**src/rtl/video_timing_gen.sv**
```systemverilog
// Raster timing generator: h/v counters with IDLE/RUN control and registered hs/vs/de/x/y.
// Define VTG_TEST_PATTERN_EN to drive 8 vertical colour bars on O_r/O_g/O_b.
module video_timing_gen #(
    parameter int H_ACTIVE = 1024,
    parameter int H_FP     = 24,
    parameter int H_SYNC   = 136,
    parameter int H_BP     = 160,
    parameter int V_ACTIVE = 768,
    parameter int V_FP     = 3,
    parameter int V_SYNC   = 6,
    parameter int V_BP     = 29,
    parameter int SYNC_POL = 0
) (
    input  logic        I_pxl_clk,
    input  logic        I_rst_n,
    input  logic        I_en,
    output logic        O_hs,
    output logic        O_vs,
    output logic        O_de,
    output logic [10:0] O_x,
    output logic [10:0] O_y,
    output logic        O_frame_start,
    output logic [7:0]  O_r,
    output logic [7:0]  O_g,
    output logic [7:0]  O_b,
    output logic        O_state
);
    localparam int H_TOTAL = H_ACTIVE + H_FP + H_SYNC + H_BP;
    localparam int V_TOTAL = V_ACTIVE + V_FP + V_SYNC + V_BP;
    localparam logic SYNC_ACT = (SYNC_POL != 0);

    typedef enum logic {IDLE = 1'b0, RUN = 1'b1} state_t;

    state_t      state;
    logic [10:0] h_cnt;
    logic [10:0] v_cnt;
    logic        h_last;
    logic        v_last;
    logic        de_c;
    logic        hs_c;
    logic        vs_c;

    // I_en is a level request: it is acted on only in IDLE or at the last pixel of a frame.
    assign h_last = (h_cnt == 11'(H_TOTAL - 1));
    assign v_last = (v_cnt == 11'(V_TOTAL - 1));
    assign de_c   = (h_cnt < 11'(H_ACTIVE)) && (v_cnt < 11'(V_ACTIVE));
    assign hs_c   = (h_cnt >= 11'(H_ACTIVE + H_FP)) && (h_cnt < 11'(H_ACTIVE + H_FP + H_SYNC));
    assign vs_c   = (v_cnt >= 11'(V_ACTIVE + V_FP)) && (v_cnt < 11'(V_ACTIVE + V_FP + V_SYNC));
    assign O_state = (state == RUN);

    always_ff @(posedge I_pxl_clk or negedge I_rst_n) begin
        if (!I_rst_n) begin
            state         <= IDLE;
            h_cnt         <= '0;
            v_cnt         <= '0;
            O_de          <= 1'b0;
            O_hs          <= ~SYNC_ACT;
            O_vs          <= ~SYNC_ACT;
            O_x           <= '0;
            O_y           <= '0;
            O_frame_start <= 1'b0;
        end else begin
            case (state)
                IDLE: begin
                    h_cnt <= '0;
                    v_cnt <= '0;
                    if (I_en) state <= RUN;
                end
                RUN: begin
                    if (h_last) begin
                        h_cnt <= '0;
                        if (v_last) begin
                            v_cnt <= '0;
                            if (!I_en) state <= IDLE;
                        end else begin
                            v_cnt <= v_cnt + 11'd1;
                        end
                    end else begin
                        h_cnt <= h_cnt + 11'd1;
                    end
                end
                default: state <= IDLE;
            endcase

            // Outputs reflect the counter state of the previous cycle.
            if (state == RUN) begin
                O_de          <= de_c;
                O_hs          <= hs_c ? SYNC_ACT : ~SYNC_ACT;
                O_vs          <= vs_c ? SYNC_ACT : ~SYNC_ACT;
                O_x           <= de_c ? h_cnt : 11'd0;
                O_y           <= de_c ? v_cnt : 11'd0;
                O_frame_start <= (h_cnt == 11'd0) && (v_cnt == 11'd0);
            end else begin
                O_de          <= 1'b0;
                O_hs          <= ~SYNC_ACT;
                O_vs          <= ~SYNC_ACT;
                O_x           <= '0;
                O_y           <= '0;
                O_frame_start <= 1'b0;
            end
        end
    end

`ifdef VTG_TEST_PATTERN_EN
    localparam int BAR_W = (H_ACTIVE / 8 > 0) ? H_ACTIVE / 8 : 1;

    logic [10:0] bar_px;
    logic [2:0]  bar_idx;

    // Bar position tracks h_cnt without a divider; the index saturates past the last bar.
    always_ff @(posedge I_pxl_clk or negedge I_rst_n) begin
        if (!I_rst_n) begin
            bar_px  <= '0;
            bar_idx <= '0;
            O_r     <= '0;
            O_g     <= '0;
            O_b     <= '0;
        end else begin
            if (state != RUN || h_last) begin
                bar_px  <= '0;
                bar_idx <= '0;
            end else if (bar_px == 11'(BAR_W - 1)) begin
                bar_px <= '0;
                if (bar_idx != 3'd7) bar_idx <= bar_idx + 3'd1;
            end else begin
                bar_px <= bar_px + 11'd1;
            end

            // Bar order white..black maps to inverted index bits.
            if (state == RUN && de_c) begin
                O_r <= {8{~bar_idx[1]}};
                O_g <= {8{~bar_idx[2]}};
                O_b <= {8{~bar_idx[0]}};
            end else begin
                O_r <= '0;
                O_g <= '0;
                O_b <= '0;
            end
        end
    end
`else
    assign O_r = '0;
    assign O_g = '0;
    assign O_b = '0;
`endif

endmodule
```
**config.mk**
```make
export PLATFORM = sky130hd
export DESIGN_NAME = video_timing_gen
export DESIGN_NICKNAME = d
export VERILOG_FILES = /design/src/rtl/video_timing_gen.sv
export SDC_FILE = /design/constraint.sdc
export NUM_CORES = 1
export LEC_CHECK = 0
export CORE_MARGIN = 3
export CORE_UTILIZATION = 50
export DETAILED_ROUTE_END_ITERATION = 8
export PLACE_DENSITY = 0.88
export SYNTH_ARGS = -nofsm -noshare
export SYNTH_HDL_FRONTEND = slang
export SYNTH_SLANG_ARGS = --single-unit
export TNS_END_PERCENT = 100
```
**constraint.sdc**
```tcl
create_clock -name I_pxl_clk -period 2.4 [get_ports I_pxl_clk]
set_input_delay 0.36 -clock I_pxl_clk [delete_from_list [all_inputs] [get_ports I_pxl_clk]]
set_output_delay 0.36 -clock I_pxl_clk [all_outputs]
set_load 0.01 [all_outputs]
```
==> metrics.md <==
| Metric | Value |
|---|---|
| Setup bufs post-CTS | `0` |
| Pin count of the biggest net entering global routing | `27` |
| Top-level I/O count | `54` |
| Top fanout value on the critical path | `12` |
| Summed instance area of the synthesized netlist | `0.00236 mm^2` |
| Area fraction in compound gates after synthesis | `9.17%` |
| Simple-gate share of the synthesized area | `21.7%` |
| Cell-internal power | `1.17 mW` |
| Depth of the worst register-to-register path | `5` |
| Cell leakage power | `1.24 nW` |
| Total iterations of the first detailed-routing run | `4` |
| Setup slack of the worst register-to-register path | `0.28 ns` |
| Number of nets in the final layout | `255` |
| Die Span Y | `74.7 um` |
| Max VDD drop | `0.000237 V` |
| Fill cell instance count of the final layout | `343` |
| Sequential power share | `56.2%` |
| Pin slew with the least headroom to its limit | `0.504 ns` |
| Maximum clock path buffer count | `2` |
| Gate count after technology mapping | `218` |
| Number of diodes | `0` |
| Master of the slowest instance on the critical path | `dfrtp_1` |
| Setup-violating endpoint count in the final report | `0` |
| Worst reg2reg path endpoint | `v_cnt[7]$_DFFE_PN0P_` |
| Initial Util | `53.1%` |
| Slew margin rel. | `66.4%` |
| Total half-perimeter wirelength after legalization and detailed placement | `3.05 mm` |
| Per-cell via count in the routed design | `5.57` |
| Mean post-synth cell area | `10.8 um^2` |
| Dominant synthesized flop cell | `dfrtp_1` |
| Synth top area share | `49.8%` |
| Share of cells above drive strength 1 | `9.27%` |
| # rows | `24` |
| Reg area | `0.00123 mm^2` |
| Yosys reg bits | `49` |
| Number of distinct library cells after synthesis | `43` |
| Portion of netlist area occupied by mux cells | `0.424%` |
| Final Cycle Share | `88.5%` |
| Number of nets still failing antenna checks after routing | `0` |
| Clock Skews | `0.00768 ns` |
| Status | `finished, final reports clean` |
| Cell Pwr Density | `541 mW/mm^2` |
| Worst hold-check slack | `0.0142 ns` |
| Logic depth of the worst path, buffers included | `5` |
| Routability cong. | `0.863` |
| Post-cts resize count | `0` |
| Vias in the first global route | `1,527` |
| CP startpoint kind | `flop` |
| H-Tree Level Count | `2` |
| Switching power share of the total | `20.4%` |
| Worst path required time | `2.61 ns` |
| GR Util All Layers | `17.1%` |
| Multi-input gate area in the final layout | `976 um^2` |
| Initial antenna violation count | `0` |
| Classification of the worst-slack hold path | `in2async` |
| Clock-pin transition on the worst setup and hold timing paths | `0.09 ns` |
| Clock latency on the worst-skew pair | `0.30 ns` |
| Cell accounting for the most synthesized area | `dfrtp_1` |
| Largest family of logic cells by synthesized area | `simple AND/OR/NAND/NOR gates` |
| Count of port buffers added during placement | `29` |
| Setup crit end | `v_cnt[7]$_DFFE_PN0P_` |
| CTS buffer count | `5` |
| Number of violations of the max-capacitance limit | `0` |
| Worst Path Buf+Inv | `0` |
| Number of flops mapped to enable cells by yosys | `0` |
| Share of total power in the clock network | `41.1%` |
| Total Power | `1.47 mW` |
| XOR/XNOR Fraction of Synth Area | `2.97%` |
| Longest individual stage delay on the worst path | `0.47 ns` |
| CP Capture Type | `flop` |
| Number of pins with negative max-slew slack in the final report | `0` |
| Detailed-route wire length per cell | `14.4 um` |
| Syn-to-layout area delta | `15.2%` |
| Cell chosen for the clock root | `clkbuf_8` |
| Iteration-0 DRC Markers | `207` |
| Share of flip-flops with an asynchronous set or reset after synthesis | `100%` |
| Horizontal extent of the die | `74.7 um` |
| Leading cell types by total area after synthesis | `dfrtp_1 (50%), buf_4 (7.6%), and2_1 (5.8%), ha_1 (2.6%), xor2_1 (2.6%)` |
| CP arrival | `2.33 ns` |
| Accumulated negative setup slack | `0 ns` |
| Number of warnings issued by yosys | `0` |
| Global-route wire length before repair | `7.26 mm` |
| Setup repair after global routing missed its margin | `false` |
| Final WL | `4.32 mm` |
| Post-CTS Hold Fix Bufs | `0` |
| Instance area after placement | `0.00260 mm^2` |
| Ordered list of cells on the worst path | `ha_1 -> and2_1 -> nand3_1 -> or2_1 -> o31ai_1` |
| Peak Freq | `471 MHz` |
| Cell count after placement | `292` |
| Timing startpoint of the critical path | `h_cnt[0]$_DFF_PN0_` |
| Combinational Power Share | `2.7%` |
| Clock period minus worst slack | `2.12 ns` |
| Total congestion overflow | `0` |
| Total via count after detailed routing | `1,670` |
| Family with the most delay on the worst path | `simple AND/OR/NAND/NOR gates` |
| Die Area | `0.00558 mm^2` |
| Class of the most critical setup path | `reg2reg` |
| Post-route non-filler standard cell count | `300` |
| Clock sink count | `49` |
| TritonCTS clock tree | `built` |
| Hold Violations, Final | `0` |
| Core area | `0.00444 mm^2` |
| # DRC | `0` |
| Area of all placed cells without fillers | `0.00272 mm^2` |
| Post-synthesis share of cell area spent on full adders, half adders and majority gates | `2.65%` |
| Sequential area share after synthesis | `52.0%` |
| Beginning of the worst register-to-register path | `h_cnt[0]$_DFF_PN0_` |
| Switching power total | `0.301 mW` |
## cells in the final DEF, fill, tap and decap left out, types with 2 or more instances in the layout
master	instances
nor2_1	13
and4_1	6
inv_1	6
a21o_1	3
o31ai_1	4
nand2_1	6
nor4b_1	3
a21oi_1	4
dfstp_2	2
nand3_1	11
nand4_1	6
clkbuf_8	6
o211ai_1	5
or3_1	2
dfrtp_1	47
nor3_1	3
o21ai_0	2
conb_1	26
xor2_1	7
buf_4	3
ha_1	5
and3_1	5
and2_1	22
o31ai_2	2
clkdlybuf4s50_1	28
## worst reg2reg max path, cell delays in order (launching register included)
cell	delay, ns
dfrtp_1	0.47
ha_1	0.27
and2_1	0.23
nand3_1	0.34
or2_1	0.45
o31ai_1	0.28
## worst min-delay path by stage
| stage | startpoint | end | cells past startpoint |
|---|---|---|---|
| floorplan | I_rst_n | O_de$_DFF_PN0_ | 0 |
| global placement | I_rst_n | O_de$_DFF_PN0_ | 1 |
| detailed placement | I_rst_n | O_x[4]$_DFF_PN0_ | 1 |
| CTS | I_rst_n | v_cnt[8]$_DFFE_PN0P_ | 1 |
| global route | I_rst_n | O_x[4]$_DFF_PN0_ | 1 |
| finish | I_rst_n | O_x[4]$_DFF_PN0_ | 1 |
## cells by family after synthesis
group                      after synthesis
AOI/OAI and AO/OA                       27
other                                    1
buffers and inverters                   41
and+or+nand+nor                         86
xor gates and xnor gates                 8
DFF                                     49
muxes                                    1
adders and majority gates                5
## power groups by stage
stage / Sequential (mW) / Clock [mW] / Combinational [mW]
finish: 0.827 / 0.605 / 0.0402
global route: 0.827 / 0.652 / 0.0466
CTS: 0.827 / 0.616 / 0.0405
detailed placement: 0.843 / 0 / 0.0404
global placement: 0.843 / 0 / 0.0401
floorplan: 0.845 / 0 / 0.0458
## final cells by class
cell class	instances	area share (%)
repair buffers	32	11.3
clock inverters	2	1.38
flip-flops and latches	49	45.2
multi-input cells	153	35.9
inverters	6	0.828
clock buffers	6	3.04
well taps	52	2.39
## per-layer routing
metal / share of wire (%) / track usage (%) / vias to the layer above
met5: 0 / 0 / -
li1: - / - / 767
met2: 50 / 28.9 / 84
met4: 1.6 / 6.72 / 0
met1: 41 / 21.3 / 812
met3: 7.5 / 4.14 / 7
## flip-flops by register name (all words and copies together), names as in the netlist
register,flops
O_state,1
v_cnt,11
O_vs,1
O_y,11
O_x,11
O_hs,1
O_frame_start,1
O_de,1
h_cnt,11
## synthesized netlist by cell type, types with 5 or more instances
cell type	n
and3_1	5
nand3_1	11
and4_1	6
inv_1	6
dfrtp_1	47
xor2_1	7
nand2_1	6
o211ai_1	5
clkbuf_1	6
nand4_1	6
and2_1	22
nor2_1	13
ha_1	5
buf_4	24
## per-stage QoR
step | utilization, % | setup WS [ns]
global placement | 58.5 | 0.442
finish | 61.2 | 0.277
detailed placement | 58.5 | 0.353
floorplan | - | 0.640
global route | 61.2 | 0.106
CTS | 61.2 | 0.267
(Power assumes the default switching activity.)
